--- config.mk ---
export PLATFORM = sky130hd
export DESIGN_NAME = random_stimulus_bank
export DESIGN_NICKNAME = d
export VERILOG_FILES = /design/src/rtl/random_stimulus_bank.sv
export SDC_FILE = /design/constraint.sdc
export NUM_CORES = 1
export LEC_CHECK = 0
export ABC_CLOCK_PERIOD_IN_PS = 7570
export CAP_MARGIN = 0
export CORE_UTILIZATION = 35
export DETAILED_ROUTE_END_ITERATION = 10
export GPL_TIMING_DRIVEN = 0
export HOLD_SLACK_MARGIN = 0.12
export MAX_ROUTING_LAYER = met4
export PLACE_DENSITY = 0.66
export SKIP_LAST_GASP = 1
export SLEW_MARGIN = 20
export SYNTH_ARGS = -nofsm -noshare
export SYNTH_HDL_FRONTEND = slang
export SYNTH_SLANG_ARGS = --single-unit
--- constraint.sdc ---
create_clock -name clk -period 7.57 [get_ports clk]
set_clock_uncertainty 0.1 [all_clocks]
set_input_delay 1.514 -clock clk [delete_from_list [all_inputs] [get_ports clk]]
set_output_delay 1.514 -clock clk [all_outputs]
set_load 0.02 [all_outputs]
--- src/rtl/random_stimulus_bank.sv ---
// Bank of NUM_CH LFSR/counter stimulus generators plus a MISR signature compactor.
// Latency 1 from advancing edge to rand_out; no backpressure, generators advance whenever mode permits.
module random_stimulus_bank #(
    parameter int                     NUM_CH    = 9,
    parameter int                     WIDTH     = 8,
    parameter logic [WIDTH-1:0]       POLY      = 8'hB8,
    parameter int                     SEED_BASE = 3,
    parameter int                     SIG_WIDTH = 32,
    parameter logic [SIG_WIDTH-1:0]   MISR_POLY = 32'h04C11DB7
) (
    input  logic                      clk,
    input  logic                      reset,
    input  logic [1:0]                mode,
    input  logic                      step,
    input  logic                      reseed,
    output logic [NUM_CH*WIDTH-1:0]   rand_out,
    output logic                      rand_valid,
    input  logic [SIG_WIDTH-1:0]      sig_in,
    input  logic                      sig_en,
    input  logic                      sig_clr,
    output logic [SIG_WIDTH-1:0]      sig_out,
    output logic                      sig_parity,
    output logic [15:0]               adv_count
);

    localparam logic [1:0] MODE_HOLD = 2'b00;
    localparam logic [1:0] MODE_FREE = 2'b01;
    localparam logic [1:0] MODE_STEP = 2'b10;
    localparam logic [1:0] MODE_CNT  = 2'b11;

    // An all-zero seed would lock the LFSR, so it is replaced by 1.
    function automatic logic [WIDTH-1:0] seed_of(input int c);
        logic [WIDTH-1:0] s;
        s = WIDTH'(SEED_BASE + 2 * c);
        if (s == '0) begin
            s = {{(WIDTH-1){1'b0}}, 1'b1};
        end
        return s;
    endfunction

    function automatic logic [WIDTH-1:0] lfsr_next(input logic [WIDTH-1:0] cur,
                                                   input logic [WIDTH-1:0] seed);
        logic [WIDTH-1:0] nxt;
        if (cur == '0) begin
            nxt = seed;
        end else begin
            nxt = (cur >> 1) ^ (cur[0] ? POLY : '0);
        end
        return nxt;
    endfunction

    logic [NUM_CH*WIDTH-1:0] seeds;
    logic [NUM_CH*WIDTH-1:0] state_q, state_d;
    logic                    valid_q, valid_d;
    logic [15:0]             cnt_q, cnt_d;
    logic [SIG_WIDTH-1:0]    sig_q, sig_d;
    logic                    advance;

    always_comb begin
        seeds = '0;
        for (int c = 0; c < NUM_CH; c++) begin
            seeds[c*WIDTH +: WIDTH] = seed_of(c);
        end
    end

    assign advance = (mode == MODE_FREE) || (mode == MODE_CNT) ||
                     ((mode == MODE_STEP) && step);

    always_comb begin
        state_d = state_q;
        valid_d = 1'b0;
        cnt_d   = cnt_q;
        if (reseed) begin
            state_d = seeds;
            valid_d = 1'b1;
            cnt_d   = '0;
        end else if (advance) begin
            for (int c = 0; c < NUM_CH; c++) begin
                if (mode == MODE_CNT) begin
                    state_d[c*WIDTH +: WIDTH] = state_q[c*WIDTH +: WIDTH] + 1'b1;
                end else begin
                    state_d[c*WIDTH +: WIDTH] = lfsr_next(state_q[c*WIDTH +: WIDTH],
                                                          seeds[c*WIDTH +: WIDTH]);
                end
            end
            valid_d = 1'b1;
            if (cnt_q != 16'hFFFF) begin
                cnt_d = cnt_q + 16'd1;
            end
        end
    end

    // Signature path deliberately ignores mode/step/reseed.
    always_comb begin
        sig_d = sig_q;
        if (sig_clr) begin
            sig_d = '0;
        end else if (sig_en) begin
            sig_d = {sig_q[SIG_WIDTH-2:0], 1'b0} ^
                    (sig_q[SIG_WIDTH-1] ? MISR_POLY : '0) ^ sig_in;
        end
    end

    always_ff @(posedge clk or posedge reset) begin
        if (reset) begin
            state_q <= seeds;
            valid_q <= 1'b0;
            cnt_q   <= '0;
            sig_q   <= '0;
        end else begin
            state_q <= state_d;
            valid_q <= valid_d;
            cnt_q   <= cnt_d;
            sig_q   <= sig_d;
        end
    end

    assign rand_out   = state_q;
    assign rand_valid = valid_q;
    assign adv_count  = cnt_q;
    assign sig_out    = sig_q;
    assign sig_parity = ^sig_q;

endmodule

==> metrics.md <==
| Metric | Value |
|---|---|
| Cells after DPL | 1335 |
| Worst-path fanout max | 6 |
| Initial drt markers | 693 |
| Register area share after synthesis | 0.383 |
| Fin. max-slew vios | 0 |
| Standard-cell rows | 54 |
| Hold-fix buffers, CTS | 0 |
| Worst-skew pair later-pin latency | 0.43 ns |
| Die Width | 153 µm |
| Comb power frac | 0.309 |
| Initial core utilization | 0.362 |
| Switching Share | 0.339 |
| Number of global-route vias before repair | 7176 |
| Drt total wl | 26.6 mm |
| Synth top area share | 0.304 |
| Peak supply drop | 0.153 mV |
| Post-synth EDFFs | 0 |
| Post-synth ARST share | 1.00 |
| Dpl cell area | 9980 µm² |
| Worst hold slack | 0.455 ns |
| FMAX | 242 MHz |
| Worst min path class | reg2reg |
| Die Height | 153 µm |
| Area contributors post-synth | dfrtp_1 30%, xnor2_1 11%, dfstp_2 7.9%, o21ai_0 5.0%, nor2_1 3.9% |
| Pin count of the biggest net entering global routing | 73 |
| Crit-path slowest cell | clkdlybuf4s50_1 |
| Met2 wire length | 12.0 mm |
| Slew HR | 0.374 |
| Routability Congestion | 0.922 |
| Root Buffer | clkbuf_16 |
| Hold Fails Final Rpt | 0 |
| Vias per inst | 5.63 |
| Avg Cell Area, Syn | 8.94 µm² |
| Wl on met1 | 11.6 mm |
| Layout cell share with drive strength beyond 1 | 0.0846 |
| Data required, critical path | 5.96 ns |
| Power Internal | 1.56 mW |
| Global-route wire length before repair | 41.6 mm |
| Core ar. | 22100 µm² |
| Critical path capture point type | output port |
| Cts bufs inserted | 17 |
| Max layer used | met4 |
| Area grow syn2layout | 32.3% |
| Total negative setup slack | 0 ns |
| Drt first pass iters | 5 |
| DIE AREA | 23400 µm² |
| Sequential share of power | 0.340 |
| Synth unique cells | 62 |
| Flop and latch count out of synthesis | 121 |
| Final non-filler cell area | 10600 µm² |
| # setup viols final | 0 |
| CTS tree | yes |
| Synth warnings | 0 |
| Main synth FF type | dfrtp_1 |
| Post-route ant nets | 0 |
| Final period util | 0.547 |
| Via Count | 7701 |
| P per Cell Area | 223 nW/µm² |
| Port bufs | 160 |
| Post-synth top area cell | dfrtp_1 |
| Mapped Cells | 894 |
| Setup CP Type | reg2out |
| Unrepaired setup endpoints after global routing | false |
| Pleak | 4.13 nW |
| Net Switching | 800 µW |
| Fin cells | 1367 |
| Met3 WL post-DR | 2.04 mm |
| IO Pins | 162 |
| Post-CTS setup buffer count | 0 |
| Synth Cell Area | 7990 µm² |
| Reg clk slew, reported paths | 0.05 ns |
| Ant diodes | 0 |
| Crit path cell chain | buf_2, xor2_1, xnor2_1, xnor2_1, xnor2_1, xnor2_1, clkdlybuf4s50_1 |
| Slew @ Worst Pin | 0.938 ns |
| CP dominant cell by count | xnor2_1 |
| Arrival time worst endpoint | 2.52 ns |
| Outcome | complete, no violations |
| H-tree depth | 4 |
| Fin nets | 1133 |
| Gr usage total | 0.236 |
| CTS Buffer Depth | 2 |
| DRC Markers | 0 |
| Clock share of power | 0.351 |
| Detailed Place HPWL | 18.2 mm |
| Syn nets | 953 |
| # Max-Cap Violations | 0 |
| Max incr delay on CP | 0.63 ns |
| Grt ovf | 0 |
| CTS sink cnt | 121 |
| DR WL/cell | 19.4 µm |
| CP Launch Type | flip-flop |
| Cts repair resizes | 0 |
| Fin crit period | 4.14 ns |
| Initial antenna violation count | 0 |
-- cell usage in the layout (no fill, tap or decap), types with 5 or more instances in the layout --
cell	instances
nor4_1	6
dfrtp_1	97
o41ai_4	6
dfstp_2	24
nand2_1	56
clkbuf_1	60
a211oi_1	20
o221ai_1	11
o21ai_0	80
a31oi_1	23
nand3_1	28
xnor2_1	100
inv_1	21
nand2b_1	5
mux2i_1	14
o21bai_1	6
or4_1	5
ha_1	19
o22ai_1	12
and3_1	12
buf_2	12
o32ai_1	7
clkdlybuf4s50_1	160
a21oi_1	47
a221oi_1	5
nor3_1	22
xor2_1	30
nor2_1	84
nand4_1	11
o31ai_1	8
clkbuf_16	17
-- power groups by stage --
stage	logic, mW	clock network, mW	registers (mW)
floorplan	0.391	0	0.858
global placement	0.716	0	0.811
detailed placement	0.724	0	0.810
CTS	0.728	0.837	0.800
global route	0.780	0.864	0.812
finish	0.728	0.829	0.801
-- Yosys cell counts (14+ instances only) --
master / count
xnor2_1: 100
dfrtp_1: 97
nor2_1: 84
o21ai_0: 80
clkbuf_1: 59
nand2_1: 56
a21oi_1: 47
xor2_1: 30
nand3_1: 28
dfstp_2: 24
a31oi_1: 23
inv_1: 22
nor3_1: 22
a211oi_1: 20
ha_1: 19
mux2i_1: 14
-- state kept, by name, indices dropped and copies added (netlist names) --
signal      cells
adv_count      16
sig_out        32
rand_out       72
rand_valid      1
-- final timing paths --
| check | slack, ns | cells after the start | to | from |
|---|---|---|---|---|
| setup / recovery | 3.43 | 7 | sig_parity | sig_out[31]$_DFFE_PP0P_ |
| hold / removal | 0.46 | 1 | adv_count[0]$_DFFE_PP0P_ | adv_count[0]$_DFFE_PP0P_ |
| setup reg to reg | 5.18 | 8 | rand_out[3]$_DFFE_PP0P_ | rand_out[0]$_DFFE_PP1P_ |
| hold reg to reg | 0.46 | 1 | adv_count[0]$_DFFE_PP0P_ | adv_count[0]$_DFFE_PP0P_ |
| max in group asynchronous | 5.24 | 3 | rand_out[0]$_DFFE_PP1P_ | reset |
| min in group asynchronous | 1.39 | 2 | sig_out[2]$_DFFE_PP0P_ | reset |
-- worst max-delay path: cells and delay by family, from the launching register on --
family    cells  cell delay (ns)
xor+xnor      5             0.87
buf+inv       2             0.85
flops         1             0.38
-- final cells by class --
type | instances | area [µm²]
inverter | 22 | 90.1
multi-input combinational | 674 | 4520
fill | 2089 | 11500
clock inverter | 11 | 123
sequential | 121 | 3060
buffer | 77 | 324
timing repair buffer | 161 | 1630
clock buffer | 21 | 470
tap | 280 | 350
-- stage by stage --
step           power (mW)  utilization  setup WS, ns
6_report             2.36        0.478          3.43
2_1_floorplan        1.25            -          2.78
5_1_grt              2.46        0.478          3.34
3_5_place_dp         1.53        0.452          3.23
3_3_place_gp         1.53        0.450         0.685
4_1_cts              2.37        0.478          3.40
-- cells by family (layout without fill, tap and decap cells) --
family | count (synthesis) | after routing | synth area share
AOI/OAI and AO/OA | 248 | 248 | 0.211
and+or+nand+nor | 263 | 263 | 0.165
xor gates and xnor gates | 130 | 130 | 0.143
muxes | 14 | 14 | 0.0175
buffers and inverters | 99 | 292 | 0.0509
adders and majority gates | 19 | 19 | 0.0298
DFF | 121 | 121 | 0.383
-- metal layers --
layer,vias to the layer above,track usage
met4,0,0.110
li1,3574,-
met1,3718,0.305
met2,346,0.354
met5,-,-
met3,63,0.0482
(Power assumes the default switching activity.)
